### config.mk
export PLATFORM = sky130hd
export DESIGN_NAME = mem_port_arbiter_flat
export DESIGN_NICKNAME = d
export VERILOG_FILES = /design/src/rtl/mem_port_arbiter_if.sv /design/src/rtl/mem_port_arbiter.sv /design/src/flat_wrapper.sv
export SDC_FILE = /design/constraint.sdc
export NUM_CORES = 1
export LEC_CHECK = 0
export CORE_UTILIZATION = 35
export CTS_CLUSTER_DIAMETER = 100
export DETAILED_ROUTE_END_ITERATION = 12
export HOLD_SLACK_MARGIN = 0.05
export PLACE_DENSITY = 0.71
export SETUP_SLACK_MARGIN = 0.5
export SLEW_MARGIN = 20
export SYNTH_ARGS = -nofsm -noshare
export SYNTH_HDL_FRONTEND = slang
export SYNTH_SLANG_ARGS = --single-unit
### constraint.sdc
create_clock -name clk -period 1.45 [get_ports clk]
set_input_delay 0.3625 -clock clk [delete_from_list [all_inputs] [get_ports clk]]
set_output_delay 0.3625 -clock clk [all_outputs]
set_load 0.1 [all_outputs]
### src/rtl/mem_port_arbiter_if.sv
`default_nettype none
// +--------------------------------------------------------------------------+
// | Module      : mem_port_arbiter_if                                        |
// | Description : Core-side fetch/data requester ports and memory-side bus   |
// |               of the shared single-port memory arbiter.                  |
// | Revision    : 1.0 - initial release                                      |
// +--------------------------------------------------------------------------+
interface mem_port_arbiter_if #(
  parameter int ADDR_W = 32,
  parameter int DATA_W = 32
);
  // instruction-fetch requester
  logic              if_req;
  logic [ADDR_W-1:0] if_addr;
  logic [DATA_W-1:0] if_rdata;
  logic              if_valid;
  // load/store requester
  logic              d_req;
  logic              d_we;
  logic [ADDR_W-1:0] d_addr;
  logic [DATA_W-1:0] d_wdata;
  logic [DATA_W-1:0] d_rdata;
  logic              d_valid;
  // memory macro
  logic              mem_en;
  logic              mem_we;
  logic [ADDR_W-3:0] mem_addr;
  logic [DATA_W-1:0] mem_wdata;
  logic [DATA_W-1:0] mem_rdata;
  // pipeline hold
  logic              core_stall;

  // arbiter view
  modport slave (
    input  if_req, if_addr, d_req, d_we, d_addr, d_wdata, mem_rdata,
    output if_rdata, if_valid, d_rdata, d_valid,
           mem_en, mem_we, mem_addr, mem_wdata, core_stall
  );

  // core + memory view
  modport master (
    output if_req, if_addr, d_req, d_we, d_addr, d_wdata, mem_rdata,
    input  if_rdata, if_valid, d_rdata, d_valid,
           mem_en, mem_we, mem_addr, mem_wdata, core_stall
  );
endinterface
`default_nettype wire

### src/rtl/mem_port_arbiter.sv
`default_nettype none
// +--------------------------------------------------------------------------+
// | Module      : mem_port_arbiter                                           |
// | Description : Round-robin arbiter sharing one fixed-latency single-port  |
// |               memory between instruction fetch and load/store ports.     |
// | Revision    : 1.0 - initial release                                      |
// +--------------------------------------------------------------------------+
module mem_port_arbiter #(
  parameter int ADDR_W  = 32,
  parameter int DATA_W  = 32,
  parameter int MEM_LAT = 1
) (
  input  wire logic           clk,
  input  wire logic           rst,
  mem_port_arbiter_if.slave   bus
);

  localparam logic [1:0] c_st_idle  = 2'd0;
  localparam logic [1:0] c_st_issue = 2'd1;
  localparam logic [1:0] c_st_wait  = 2'd2;
  localparam logic [1:0] c_st_resp  = 2'd3;

  // counter covers MEM_LAT up to 4 (load value 0..3)
  localparam logic [2:0] c_lat_load = 3'(MEM_LAT - 1);

  logic [1:0]        r_state;
  logic [1:0]        w_next_state;
  logic              r_gnt_d;      // 1 = current transaction belongs to data port
  logic              r_last_d;     // 1 = data port won the most recent grant
  logic              r_we;         // current transaction is a store
  logic [2:0]        r_cnt;
  logic              r_mem_en;
  logic              r_mem_we;
  logic [ADDR_W-3:0] r_mem_addr;
  logic [DATA_W-1:0] r_mem_wdata;
  logic [DATA_W-1:0] r_if_rdata;
  logic [DATA_W-1:0] r_d_rdata;
  logic              r_if_valid;
  logic              r_d_valid;

  logic              w_any_req;
  logic              w_grant_d;
  logic              w_take;
  logic              w_capture;
  logic              w_mem_en_nxt;
  logic              w_mem_we_nxt;
  logic              w_if_valid_nxt;
  logic              w_d_valid_nxt;

  // byte offset bits are never used: word accesses only
  wire w_unused = ^{bus.if_addr[1:0], bus.d_addr[1:0]};

  // data wins only when fetch is idle or fetch had the last grant
  assign w_any_req = bus.if_req | bus.d_req;
  assign w_grant_d = bus.d_req & (~bus.if_req | ~r_last_d);
  assign w_take    = (r_state == c_st_idle) & w_any_req;
  assign w_capture = (r_state == c_st_wait) & (r_cnt == 3'd0);

  // state register
  always_ff @(posedge clk) begin
    if (rst) r_state <= c_st_idle;
    else     r_state <= w_next_state;
  end

  // next-state logic
  always_comb begin
    w_next_state = r_state;
    case (r_state)
      c_st_idle:  if (w_any_req) w_next_state = c_st_issue;
      c_st_issue: w_next_state = r_we ? c_st_resp : c_st_wait;
      c_st_wait:  if (r_cnt == 3'd0) w_next_state = c_st_resp;
      c_st_resp:  w_next_state = c_st_idle;
      default:    w_next_state = c_st_idle;
    endcase
  end

  // output decode: strobes and valids are registered, so decode from next state
  always_comb begin
    w_mem_en_nxt   = (w_next_state == c_st_issue);
    w_mem_we_nxt   = (w_next_state == c_st_issue) & w_grant_d & bus.d_we;
    w_if_valid_nxt = (w_next_state == c_st_resp) & ~r_gnt_d;
    w_d_valid_nxt  = (w_next_state == c_st_resp) &  r_gnt_d;
  end

  // grant bookkeeping, latency counter and registered outputs
  always_ff @(posedge clk) begin
    if (rst) begin
      r_gnt_d     <= 1'b0;
      r_last_d    <= 1'b1;
      r_we        <= 1'b0;
      r_cnt       <= 3'd0;
      r_mem_en    <= 1'b0;
      r_mem_we    <= 1'b0;
      r_mem_addr  <= '0;
      r_mem_wdata <= '0;
      r_if_rdata  <= '0;
      r_d_rdata   <= '0;
      r_if_valid  <= 1'b0;
      r_d_valid   <= 1'b0;
    end else begin
      r_mem_en   <= w_mem_en_nxt;
      r_mem_we   <= w_mem_we_nxt;
      r_if_valid <= w_if_valid_nxt;
      r_d_valid  <= w_d_valid_nxt;

      if (w_take) begin
        r_gnt_d  <= w_grant_d;
        r_last_d <= w_grant_d;
        r_we     <= w_grant_d & bus.d_we;
        if (w_grant_d) begin
          r_mem_addr  <= bus.d_addr[ADDR_W-1:2];
          r_mem_wdata <= bus.d_wdata;
        end else begin
          r_mem_addr  <= bus.if_addr[ADDR_W-1:2];
          r_mem_wdata <= '0;
        end
      end

      if (r_state == c_st_issue) r_cnt <= c_lat_load;
      else if ((r_state == c_st_wait) && (r_cnt != 3'd0)) r_cnt <= r_cnt - 3'd1;

      if (w_capture) begin
        if (r_gnt_d) r_d_rdata  <= bus.mem_rdata;
        else         r_if_rdata <= bus.mem_rdata;
      end
    end
  end

  assign bus.mem_en     = r_mem_en;
  assign bus.mem_we     = r_mem_we;
  assign bus.mem_addr   = r_mem_addr;
  assign bus.mem_wdata  = r_mem_wdata;
  assign bus.if_rdata   = r_if_rdata;
  assign bus.d_rdata    = r_d_rdata;
  assign bus.if_valid   = r_if_valid;
  assign bus.d_valid    = r_d_valid;
  assign bus.core_stall = (bus.if_req & ~r_if_valid) | (bus.d_req & ~r_d_valid);

endmodule
`default_nettype wire

### src/flat_wrapper.sv
// flat-port wrapper written by rule: the top's interface ports become plain ports
module mem_port_arbiter_flat 
#(
  parameter int ADDR_W  = 32,
  parameter int DATA_W  = 32,
  parameter int MEM_LAT = 1
)
  (clk, rst, bus_if_req, bus_if_addr, bus_d_req, bus_d_we, bus_d_addr, bus_d_wdata, bus_mem_rdata, bus_if_rdata, bus_if_valid, bus_d_rdata, bus_d_valid, bus_mem_en, bus_mem_we, bus_mem_addr, bus_mem_wdata, bus_core_stall);
  mem_port_arbiter_if #(.ADDR_W(ADDR_W), .DATA_W(DATA_W)) bus_i ();
  input  wire logic clk;
  input  wire logic rst;
  input wire logic [$bits(bus_i.if_req)-1:0] bus_if_req;
  input wire logic [$bits(bus_i.if_addr)-1:0] bus_if_addr;
  input wire logic [$bits(bus_i.d_req)-1:0] bus_d_req;
  input wire logic [$bits(bus_i.d_we)-1:0] bus_d_we;
  input wire logic [$bits(bus_i.d_addr)-1:0] bus_d_addr;
  input wire logic [$bits(bus_i.d_wdata)-1:0] bus_d_wdata;
  input wire logic [$bits(bus_i.mem_rdata)-1:0] bus_mem_rdata;
  output wire logic [$bits(bus_i.if_rdata)-1:0] bus_if_rdata;
  output wire logic [$bits(bus_i.if_valid)-1:0] bus_if_valid;
  output wire logic [$bits(bus_i.d_rdata)-1:0] bus_d_rdata;
  output wire logic [$bits(bus_i.d_valid)-1:0] bus_d_valid;
  output wire logic [$bits(bus_i.mem_en)-1:0] bus_mem_en;
  output wire logic [$bits(bus_i.mem_we)-1:0] bus_mem_we;
  output wire logic [$bits(bus_i.mem_addr)-1:0] bus_mem_addr;
  output wire logic [$bits(bus_i.mem_wdata)-1:0] bus_mem_wdata;
  output wire logic [$bits(bus_i.core_stall)-1:0] bus_core_stall;
  assign bus_i.if_req = bus_if_req;
  assign bus_i.if_addr = bus_if_addr;
  assign bus_i.d_req = bus_d_req;
  assign bus_i.d_we = bus_d_we;
  assign bus_i.d_addr = bus_d_addr;
  assign bus_i.d_wdata = bus_d_wdata;
  assign bus_i.mem_rdata = bus_mem_rdata;
  assign bus_if_rdata = bus_i.if_rdata;
  assign bus_if_valid = bus_i.if_valid;
  assign bus_d_rdata = bus_i.d_rdata;
  assign bus_d_valid = bus_i.d_valid;
  assign bus_mem_en = bus_i.mem_en;
  assign bus_mem_we = bus_i.mem_we;
  assign bus_mem_addr = bus_i.mem_addr;
  assign bus_mem_wdata = bus_i.mem_wdata;
  assign bus_core_stall = bus_i.core_stall;
  mem_port_arbiter #(.ADDR_W(ADDR_W), .DATA_W(DATA_W), .MEM_LAT(MEM_LAT)) u_core (.clk(clk), .rst(rst), .bus(bus_i));
endmodule
== After elaboration in Yosys (flattened, before gate mapping) ==
Index checks and enable logic that the tools add are counted.

* Bits in registers: 138
* Output and inout port bits: 131
* Input bits: 133
* Logic and storage cells: 50

* Eq/ne operators: 5
* Bitwise gates (word level): 18
* Reduce and logical (&&, ||, !) cells: 7
* Multiplexer cells: 6
* Add/subtract/negate cells: 1

{| class="wikitable"
|+ Operators with widths
! kind !! number
|-
| 2-to-1 mux 32 bit || 1
|-
| 2-to-1 mux 30 bit || 1
|-
| bitwise AND 1 bit || 10
|-
| case mux 2 bit (4 select lines) || 1
|-
| == test 2 bit (second input constant) || 3
|-
| inverter 1 bit || 5
|-
| == test 2 x 1 -> 1 bit (second input constant) || 2
|-
| 2-to-1 mux 2 bit || 2
|-
| AND reduction 2 bit || 2
|-
| logical NOT 3 bit || 1
|-
| OR 1 bit || 3
|-
| nonzero test 3 bit || 1
|-
| subtractor 3 x 1 -> 3 bit (second input constant) || 1
|-
| logical NOT 2 bit || 1
|-
| OR reduction 2 bit || 1
|-
| logical AND 1 bit || 1
|-
| 2-to-1 mux 1 bit || 1
|}

== Longest topological paths before layout ==
Gate-level depths: netlist of run 1.

* Word-level depth: 6
* Mapped depth: 8
* Mapped depth without buffers: 6

== Least setup slack after synthesis of run 1 ==
OpenSTA, ideal clock, no wires.

* Kind: reg2out
* Start point: register u_core.r_d_valid (netlist: u_core.bus.d_valid)
* End point: output port bus_core_stall
* Data required time: 1.087 ns
* Cell stages (with the launch flop): 2
* Path buffers: 0
* Slack: -1.184 ns
* Data arrival time: 2.271 ns
* Path through: dfxtp_1 o22ai_1

* Word-level cells in the longest chain between the ends: 3

{| class="wikitable"
|+ Ends and longest elaborated chain
! element !! line !! RTL
|-
| start: declaration || mem_port_arbiter.sv:39 || <nowiki>logic r_d_valid;</nowiki>
|-
| start signal: assignment || mem_port_arbiter.sv:104 || <nowiki>r_d_valid <= w_d_valid_nxt;</nowiki>
|-
| inverter 1 bit || mem_port_arbiter.sv:137 || <nowiki>assign bus.core_stall = (bus.if_req & ~r_if_valid) | (bus.d_req & ~r_d_valid);</nowiki>
|-
| bitwise AND 1 bit || mem_port_arbiter.sv:137 ||
|-
| OR 1 bit || mem_port_arbiter.sv:137 ||
|-
| end: declaration || flat_wrapper.sv:27 || <nowiki>output wire logic [$bits(bus_i.core_stall)-1:0] bus_core_stall;</nowiki>
|}

No other way between the ends.

== Worst setup path after layout of run 1 ==
* Start point: register u_core.r_state[1]
* End point: register u_core.r_mem_addr[23] (netlist: u_core.bus.mem_addr[23])

* Word-level cells in the longest chain between the ends: 2

{| class="wikitable"
|+ Ends and longest elaborated chain
! element !! line !! RTL
|-
| start: declaration || mem_port_arbiter.sv:26 || <nowiki>logic [1:0] r_state;</nowiki>
|-
| start signal: assignment || mem_port_arbiter.sv:61 || <nowiki>if (rst) r_state <= c_st_idle;</nowiki>
|-
| start signal: assignment || mem_port_arbiter.sv:62 || <nowiki>else r_state <= w_next_state;</nowiki>
|-
| logical NOT 2 bit || mem_port_arbiter.sv:56 || <nowiki>assign w_take = (r_state == c_st_idle) & w_any_req;</nowiki>
|-
| bitwise AND 1 bit || mem_port_arbiter.sv:56 ||
|-
| end signal: assignment || mem_port_arbiter.sv:111 || <nowiki>r_mem_addr <= bus.d_addr[ADDR_W-1:2];</nowiki>
|-
| end signal: assignment || mem_port_arbiter.sv:114 || <nowiki>r_mem_addr <= bus.if_addr[ADDR_W-1:2];</nowiki>
|-
| end: declaration || mem_port_arbiter.sv:34 || <nowiki>logic [ADDR_W-3:0] r_mem_addr;</nowiki>
|}

No other way between the ends.
A chain may end at the register's enable or synchronous reset.

==> impl_metrics.ini, run 1 <==
[outcome]
status = finished with violations
failed_checks = setup timing

[drt]
first_iter_violations = 410
vias_per_cell = 5.79
routed_wirelength_microns = 31500
ant_nets = 0
firstDrtPassIters = 5
route.detailed.drc = 0
routedWlPerCell_microns = 27.4
vias = 6647

[power]
power.ir.vdd_worst_mv = 2.03
p_clk_share_pct = 17.5
total_power_mw = 26.4
seq_power_share_pct = 21.8
swShare_pct = 45.8
p_comb_share_pct = 60.7
p_leak_nw = 5.17
p_sw_mw = 12.1
p_per_area_mw_per_mm2 = 2020
internal-power_mw = 14.3

[timing]
max_clock_freq_ghz = 0.591
skew_ns = 0.0128
max_slew_margin_pct = 67.3
setup_ws_ns = -0.243
timing.final.crit_share_pct = 117
hold_violations = 0
slew_violations = 0
setup_viol = 132
setup_tns_ns = -13.88
rsz0062_at_grt = yes
worst_pin_slew_ns = 0.490
hold_slack_ns = 0.376
timing.final.crit_period_ns = 1.69

[global_routing]
grt_pass1_vias = 6442
grt_overflow = 0
grt_pass1_wl_microns = 36000
antenna_found_initial = 1
grt_max_degree = 39
grtUsageTotal_pct = 32.4

[floorplan]
ioPinCount = 264
num_rows = 43
die_y_microns = 122
die_width_microns = 122
start_util_pct = 36.0
dieArea_sq_mm = 0.0148
coreArea_sq_mm = 0.0139

[logic_synthesis]
synth_mux_area_share_pct = 0
ys_warn_count = 0
synth_xor_area_share_pct = 0.175
synthSimpleGateAreaFrac_pct = 17.4
ys_seq_area_share_pct = 55.1
synth_area_sq_mm = 0.00501
synth_cells = 582
synth.distinct_cells = 33
syn_nets = 721
synth_top_family_by_area = compound AO/OA/AOI/OAI gates
synth_seq_cells = 138
synth_fa_ha_area_share_pct = 1.50
syn_avg_cell_area_sq_um = 8.61
synth_compound_gate_area_share_pct = 21.1

[layout]
areaGrowthSynthToFinish_pct = 161
multi_input_area_sq_mm = 0.00330
stdcell_count = 1149
seq_area_sq_mm = 0.00326
fill_cells = 354
nets = 1093
layout-drive-gt1-share_pct = 69.4

[clock_tree]
clockBufferDepth = 2
cts_hold_buf = 0
root_buffer = clkbuf_16
htree_levels = 4
path_clk_slew_ns = 0.06
cts_sinks = 138
cts_made_buffers = 17
cts_tree = built
clock_latency_ns = 0.43

[hold_path]
whs_endpoint = u_core.r_state[0]$_SDFF_PP0_
min_from = rst
min_path_cells = 2
hold_path.class = in -> reg

[critical_path]
r2r_cells = 9
path_class = reg -> reg
crit_fanout = 6
crit_path_frequent_cell = buf_6
crit_required_ns = 1.76
crit_path_top_delay_cell = dfxtp_2
r2r_slack_ns = -0.24
reg2reg_to = u_core.bus.mem_addr[23]$_SDFFE_PP0P_
critPathLaunchType = register
crit_chain = inv_2 > ha_4 > buf_6 > buf_6 > o21ai_4 > buf_6 > buf_16 > a21oi_2 > a211oi_1
cpPeakStageDelay_ns = 0.35
reg2reg_from = u_core.r_state[1]$_SDFF_PP0_
critical_path_arrival_ns = 2.00
end_kind = register

[place]
gp_congestion = 0.766
place_hpwl_microns = 12400
dp_cells = 997
io_buffers = 259
post-place-ws_ns = -0.367

[run]
cap_violations = 0
stage by stage:
stage	area [sq um]	util, %
after global placement	9860	70.7
after floorplan	5790	-
after global routing	13100	93.8
after detailed placement	9860	70.7
final	13100	93.8
after CTS	12100	87.2
Yosys cell counts (all sizes together):
cell / instances / area, sq um
a31oi: 1 / 6.26
or2: 1 / 6.26
a21o: 1 / 7.51
dfxtp: 138 / 2760
a2111oi: 1 / 8.76
nand2: 167 / 627
nand3b: 1 / 7.51
inv: 6 / 22.5
nor3: 4 / 20.0
o21a: 1 / 7.51
clkbuf: 20 / 75.1
o22ai: 1 / 6.26
nor4b: 1 / 8.76
a211oi: 30 / 225
a21boi: 1 / 11.3
and3: 2 / 12.5
buf: 24 / 138
nand2b: 1 / 6.26
nor2: 34 / 135
nor4: 1 / 6.26
nand3: 2 / 10.0
a22o: 32 / 280
a21oi: 99 / 495
nor2b: 2 / 12.5
ha: 6 / 75.1
xnor2: 1 / 8.76
o21ai: 2 / 10.0
nor3b: 2 / 20.0
cells in the final DEF (no fill, tap or decap), drive strengths merged, types with 6 or more instances in the layout:
| cell | count |
|---|---|
| clkdlybuf4s50 | 125 |
| a211oi | 30 |
| clkbuf | 20 |
| ha | 6 |
| nand2 | 167 |
| nor2 | 34 |
| buf | 266 |
| dfxtp | 138 |
| inv | 6 |
| a21oi | 99 |
| a22o | 32 |
| clkinv | 7 |
worst max-delay path, delay by kind of cell (launching register included):
kind / cells / cell delay [ns]
AO/OA/AOI/OAI: 3 / 0.46
flip-flops: 1 / 0.35
adder cells (fa/ha/maj): 1 / 0.18
buffers and inverters: 5 / 0.58
how the worst max path moves through the flow:
stage,startpoint,to,cells after the start
after floorplan,u_core.bus.if_valid$_SDFF_PP0_,bus_core_stall,1
after global placement,bus_if_req,bus_core_stall,5
after detailed placement,bus_if_req,u_core.bus.mem_addr[24]$_SDFFE_PP0P_,6
after CTS,u_core.bus.if_valid$_SDFF_PP0_,bus_core_stall,2
after global routing,u_core.r_state[1]$_SDFF_PP0_,u_core.bus.mem_addr[10]$_SDFFE_PP0P_,9
final,u_core.r_state[1]$_SDFF_PP0_,u_core.bus.mem_addr[23]$_SDFFE_PP0P_,9
power by group through the flow:
| stage | sequential, mW | clock, mW | combinational [mW] |
|---|---|---|---|
| global placement | 5.66 | 0 | 11.2 |
| detailed placement | 5.71 | 0 | 11.3 |
| CTS | 5.62 | 4.52 | 14.1 |
| finish | 5.74 | 4.62 | 16.0 |
| floorplan | 10.3 | 0 | 2.43 |
| global route | 5.81 | 4.80 | 16.3 |
routing by layer:
metal | wire length (microns) | track usage (%)
met1 | 10200 | 33.9
met2 | 16500 | 60.0
met3 | 2710 | 7.96
met4 | 2040 | 15.8
met5 | 0 | 0
state kept, by name, summed over array words and instances, names as in the netlist:
signal                cells
u_core.r_cnt              3
u_core.bus.mem_we         1
u_core.bus.mem_en         1
u_core.bus.mem_addr      30
u_core.bus.d_valid        1
u_core.r_gnt_d            1
u_core.r_last_d           1
u_core.r_state            2
u_core.bus.mem_wdata     32
u_core.r_we               1
u_core.bus.if_rdata      32
u_core.bus.if_valid       1
u_core.bus.d_rdata       32
cells by family after synthesis:
group | Yosys count
and+or+nand+nor | 218
AOI/OAI and AO/OA | 169
DFF | 138
buffers and inverters | 50
adders and majority gates | 6
xor gates and xnor gates | 1
cell type report:
class | instances | share of cell area [%]
inverters | 6 | 0.211
multi-input cells | 394 | 25.2
well taps | 180 | 1.72
repair buffers | 397 | 43.2
diodes | 2 | 0.0383
clock inverters | 15 | 1.39
flip-flops and latches | 138 | 24.9
clock buffers | 17 | 3.25
repair_timing:
action,CTS,global route
setup endpoints to repair,269,269
gates cloned,18,4
pin swaps,105,90
resized for setup,196,150
setup buffers,66,30
Power figures use the tool's default switching activity.
==> inputs of run 2 (changes only) <==
--- a/config.mk
+++ b/config.mk
@@ -5,6 +5,7 @@
 export SDC_FILE = /design/constraint.sdc
 export NUM_CORES = 1
 export LEC_CHECK = 0
+export CORE_MARGIN = 5
 export CORE_UTILIZATION = 35
 export CTS_CLUSTER_DIAMETER = 100
 export DETAILED_ROUTE_END_ITERATION = 12
==> run 2 against run 1 <==
  * The flow still finishes with violations (setup timing)
  * Sequential power hardly changed
  * Sequential share of layout area is 0.34 points higher
  * Sequential cell count stayed put
  * Core utilization is 1.5 points lower
  * Largest power group unchanged
  * Non-clock buffer count is 5 higher
==> impl_metrics.ini, run 2 (synthesis results as in run 1) <==
[outcome]
status = finished with violations
failed_checks = setup timing

[floorplan]
ioPinCount = 264
start_util_pct = 35.8
num_rows = 43
coreArea_sq_mm = 0.0140
dieArea_sq_mm = 0.0168
die_width_microns = 130
die_y_microns = 130

[drt]
vias = 6471
first_iter_violations = 520
route.detailed.drc = 0
routed_wirelength_microns = 30300
firstDrtPassIters = 5
vias_per_cell = 5.62
ant_nets = 0
routedWlPerCell_microns = 26.3

[hold_path]
hold_path.class = in -> reg

[timing]
setup_ws_ns = -0.161
max_slew_margin_pct = 72.9
setup_tns_ns = -8.14
timing.final.crit_share_pct = 111
slew_violations = 0
skew_ns = 0.00924
worst_pin_slew_ns = 0.406
timing.final.crit_period_ns = 1.61
rsz0062_at_grt = yes
setup_viol = 107
hold_violations = 0
hold_slack_ns = 0.332
max_clock_freq_ghz = 0.621

[layout]
nets = 1098
layout-drive-gt1-share_pct = 65.6
final_common_cell = buf_12
diodes = 0
layout_common_cells = buf_12, dfxtp_4, clkdlybuf4s50_1
areaGrowthSynthToFinish_pct = 158
fill_cells = 442

[critical_path]
crit_path_top_delay_cell = dfxtp_2
critPathLaunchType = register
cp_num_buf_inv = 3
crit_fanout = 8
crit_family = simple AND/OR/NAND/NOR gates
end_kind = register
cpPeakStageDelay_ns = 0.32
crit_chain = inv_4 > ha_4 > nor2b_4 > and3_4 > buf_12 > buf_16 > nand2_2 > a21oi_1
crit_required_ns = 1.77
path_class = reg -> reg
critical_path_arrival_ns = 1.93

[power]
p_leak_nw = 5.02
p_per_area_mw_per_mm2 = 2050
total_power_mw = 26.5
power.ir.vdd_worst_mv = 1.60

[clock_tree]
cts_hold_buf = 0
clockBufferDepth = 2
path_clk_slew_ns = 0.06
cts_tree = built
htree_levels = 4
cts_sinks = 138
root_buffer = clkbuf_16
cts_made_buffers = 17
clock_latency_ns = 0.43

[place]
io_buffers = 259
gp_congestion = 0.828
place_hpwl_microns = 13900

[run]
cap_violations = 0

[global_routing]
grt_max_degree = 48
grt_pass1_wl_microns = 35900
grt_overflow = 0
antenna_found_initial = 0
grtUsageTotal_pct = 28.4
grt_pass1_vias = 6314
-- run 2: cell types whose count changed in the layout (fill, tap and decap cells not counted), moves of 9 or more --
cell | previous run | this run
buf_4 | 72 | 63
nand2_2 | 13 | 24
nand2_4 | 71 | 28
a21oi_1 | 2 | 32
nor2_1 | 30 | 9
nor2_4 | 2 | 18
nand2_1 | 83 | 115
a21oi_2 | 93 | 61
-- run 2: worst register-to-register path: cells and delay by family (launching register included) --
family	cells	cell delay, ns
AND/OR/NAND/NOR	3	0.48
AO/OA/AOI/OAI	1	0.22
flip-flops	1	0.32
adder cells (fa/ha/maj)	1	0.16
buffers and inverters	3	0.33
-- run 2: through the flow --
step | utilization, % | setup slack, ns | cell area [sq um] | instances
after floorplan | - | 0.0356 | 5790 | 582
after global placement | 70.2 | -0.340 | 9810 | 998
after detailed placement | 70.2 | -0.432 | 9810 | 998
after CTS | 84.9 | -0.0608 | 11900 | 1106
after global routing | 92.3 | -0.242 | 12900 | 1152
final | 92.3 | -0.161 | 12900 | 1152
-- run 2: power by group --
part           internal [mW]  switching (mW)
sequential              4.83           0.918
clock                   2.48            1.68
combinational           7.02            9.59
total                   14.3            12.2
-- run 2: layout make-up --
class / count / area (sq um) / share of cell area, %
tap: 180 / 225 / 1.74
timing repair buffer: 402 / 5770 / 44.7
inverter: 6 / 27.5 / 0.213
clock inverter: 13 / 109 / 0.843
clock buffer: 19 / 433 / 3.35
multi-input combinational: 394 / 3090 / 23.9
sequential: 138 / 3260 / 25.2
-- run 2: worst paths after layout --
kind                                                    from                                    to  slack, ns  depth (start not counted)
worst min-delay path                                     rst  u_core.bus.mem_addr[15]$_SDFFE_PP0P_       0.33                          2
worst max-delay path            u_core.r_cnt[1]$_SDFFE_PP0P_   u_core.bus.d_rdata[18]$_SDFFE_PP0P_      -0.16                          8
worst max register to register  u_core.r_cnt[1]$_SDFFE_PP0P_   u_core.bus.d_rdata[18]$_SDFFE_PP0P_      -0.16                          8
worst min register to register      u_core.r_we$_SDFFE_PP0P_              u_core.r_we$_SDFFE_PP0P_       0.48                          2
-- run 2: repair_timing --
item / CTS / global route
gates cloned: 21 / 6
setup buffers: 55 / 40
setup endpoints to repair: 269 / 269
gates resized for setup: 152 / 166
pin swaps: 64 / 51
-- run 2: routing by layer --
metal	up-vias	global-route usage, %	wire (microns)
li1	2755	-	-
met1	3180	30.2	10000
met2	407	51.5	16300
met3	129	7.46	2310
met4	0	14.7	1670
met5	-	0	0
==> inputs of run 3 (changes only) <==
--- a/config.mk
+++ b/config.mk
@@ -6,11 +6,11 @@
 export NUM_CORES = 1
 export LEC_CHECK = 0
 export CORE_MARGIN = 5
-export CORE_UTILIZATION = 35
+export CORE_UTILIZATION = 30
 export CTS_CLUSTER_DIAMETER = 100
 export DETAILED_ROUTE_END_ITERATION = 12
-export HOLD_SLACK_MARGIN = 0.05
-export PLACE_DENSITY = 0.71
+export HOLD_SLACK_MARGIN = 0.03
+export PLACE_DENSITY = 0.62
 export SETUP_SLACK_MARGIN = 0.5
 export SLEW_MARGIN = 20
 export SYNTH_ARGS = -nofsm -noshare
==> run 3 against run 2 <==
  * The run still ends with setup timing left
  * Clock power is 17% higher
  * Maximum frequency is 3.0% higher
  * Register-to-register slack better by 0.05 ns
  * Global-route usage is 5.8 points lower
  * Sequential power is 2% lower
  * Die area is 15% higher
  * Critical path depth is 2 higher
  * Design area is 2.0% lower
  * Setup slack better by 0.046 ns
  * Sequential cell count stayed put
  * First-iteration DRC count is 45% lower
  * Critical path type unchanged
  * Critical endpoint is now u_core.bus.if_rdata[9]$_SDFFE_PP0P_
  * Largest cell class unchanged
  * Largest power group unchanged
==> impl_metrics.ini, run 3 (synthesis results as in run 1) <==
[clock_tree]
path_clk_slew_ns = 0.06
cts_sinks = 138
htree_levels = 4
root_buffer = clkbuf_16
clockBufferDepth = 2
cts_tree = built
clock_latency_ns = 0.42
cts_hold_buf = 0
cts_made_buffers = 17

[layout]
layout-drive-gt1-share_pct = 64.7
areaGrowthSynthToFinish_pct = 153
nets = 1081
diodes = 0
final_common_cell = buf_12
layout_common_cells = buf_12, dfxtp_4, clkdlybuf4s50_1
design_area_sq_mm = 0.0127
fin_util_pct = 76.9

[timing]
hold_violations = 0
slew_violations = 0
worst_pin_slew_ns = 0.464
setup_ws_ns = -0.114
setup_viol = 61
timing.final.crit_share_pct = 108
setup_tns_ns = -2.52
skew_ns = 0.00653
timing.final.crit_period_ns = 1.56
rsz0062_at_grt = yes
max_slew_margin_pct = 69.1
max_clock_freq_ghz = 0.639

[critical_path]
reg2reg_from = u_core.r_cnt[1]$_SDFFE_PP0P_
crit_path_top_delay_cell = dfxtp_2
cp_num_buf_inv = 5
critPathLaunchType = register
cpPeakStageDelay_ns = 0.33
critical_path_arrival_ns = 1.91
crit_chain = inv_4 > ha_4 > buf_6 > nand2b_4 > nor3b_4 > buf_6 > buf_12 > buf_16 > nand2_1 > a21oi_2
startpoint = u_core.r_cnt[1]$_SDFFE_PP0P_
crit_required_ns = 1.79
crit_family = buffers and inverters
crit_fanout = 8
end_kind = register
crit_path_frequent_cell = buf_6
path_class = reg -> reg

[drt]
vias_per_cell = 4.95
ant_nets = 0
routed_wirelength_microns = 23900
route.detailed.drc = 0
firstDrtPassIters = 4
dr_wl_met2_microns = 12600
first_iter_violations = 286
met1_length_microns = 9090
wl_met3_microns = 1400
maxUsedRoutingLayer = met4
vias = 5821
routedWlPerCell_microns = 20.3

[floorplan]
num_rows = 47
die_y_microns = 139
start_util_pct = 30.4
dieArea_sq_mm = 0.0194
die_width_microns = 139
coreArea_sq_mm = 0.0165
ioPinCount = 264

[hold_path]
hold_path.class = in -> reg
min_from = rst

[power]
p_per_area_mw_per_mm2 = 2010
total_power_mw = 25.4
p_leak_nw = 4.81
power.ir.vdd_worst_mv = 1.63

[place]
place_hpwl_microns = 13400
gp_congestion = 0.815
dpl_cell_area_sq_mm = 0.00987
io_buffers = 259

[global_routing]
antenna_found_initial = 0
grt_pass1_vias = 6224
grt_overflow = 0
grtUsageTotal_pct = 22.6
grt_max_degree = 62
grt_pass1_wl_microns = 34800

[outcome]
failed_checks = setup timing
status = finished with violations

[run]
cap_violations = 0
-- run 3: changes by cell type in the layout (fill, tap and decap cells not counted), sizes merged --
| cell | before | now |
|---|---|---|
| bufinv | 2 | 6 |
| buf | 271 | 255 |
| clkbuf | 23 | 20 |
| nor2 | 34 | 35 |
| inv | 6 | 8 |
| clkinv | 11 | 6 |
-- run 3: worst paths after layout --
| path | endpoint | slack, ns | depth (start not counted) |
|---|---|---|---|
| worst max-delay path | u_core.bus.if_rdata[9]$_SDFFE_PP0P_ | -0.11 | 10 |
| worst min-delay path | u_core.bus.mem_wdata[15]$_SDFFE_PP0P_ | 0.37 | 3 |
| worst max register to register | u_core.bus.if_rdata[9]$_SDFFE_PP0P_ | -0.11 | 10 |
| worst min register to register | u_core.bus.if_rdata[29]$_SDFFE_PP0P_ | 0.49 | 2 |
-- run 3: stage by stage --
step | setup WS [ns] | cells | hold slack [ns]
after floorplan | 0.0356 | 582 | 0.432
after global placement | -0.574 | 1042 | 0.450
after detailed placement | -0.626 | 1042 | 0.458
after CTS | -0.0827 | 1142 | 0.424
after global routing | -0.167 | 1175 | 0.363
final | -0.114 | 1175 | 0.373
-- run 3: timing repair --
action / 4_1_cts / 5_1_grt
setup buffers: 52 / 30
gates resized for setup: 202 / 69
pin swaps: 111 / 36
endpoints found under the setup margin: 269 / 269
cloned: 16 / 3
-- run 3: report_power, final --
| group | internal, mW | switching, mW | total, mW |
|---|---|---|---|
| logic | 6.19 | 8.68 | 14.9 |
| clock network | 3.21 | 1.67 | 4.87 |
| registers | 4.82 | 0.821 | 5.64 |
| total | 14.2 | 11.2 | 25.4 |
-- run 3: worst register-to-register path, cell delays in order (launching register included) --
cell and delay, ns:
dfxtp_2 0.33, inv_4 0.06, ha_4 0.13, buf_6 0.10, nand2b_4 0.06, nor3b_4 0.22
buf_6 0.16, buf_12 0.11, buf_16 0.12, nand2_1 0.08, a21oi_2 0.12
-- run 3: final cells by class --
type	count	area (sq um)
clock buffer	18	429
sequential	138	3260
fill	953	3810
tap	220	275
timing repair buffer	384	5430
clock inverter	14	224
multi-input combinational	395	3020
inverter	6	30.0
-- run 3: metal layers --
| layer | vias up | track usage (%) |
|---|---|---|
| li1 | 2721 | - |
| met5 | - | 0 |
| met3 | 50 | 5.28 |
| met4 | 0 | 10.2 |
| met2 | 230 | 40.2 |
| met1 | 2820 | 25.8 |
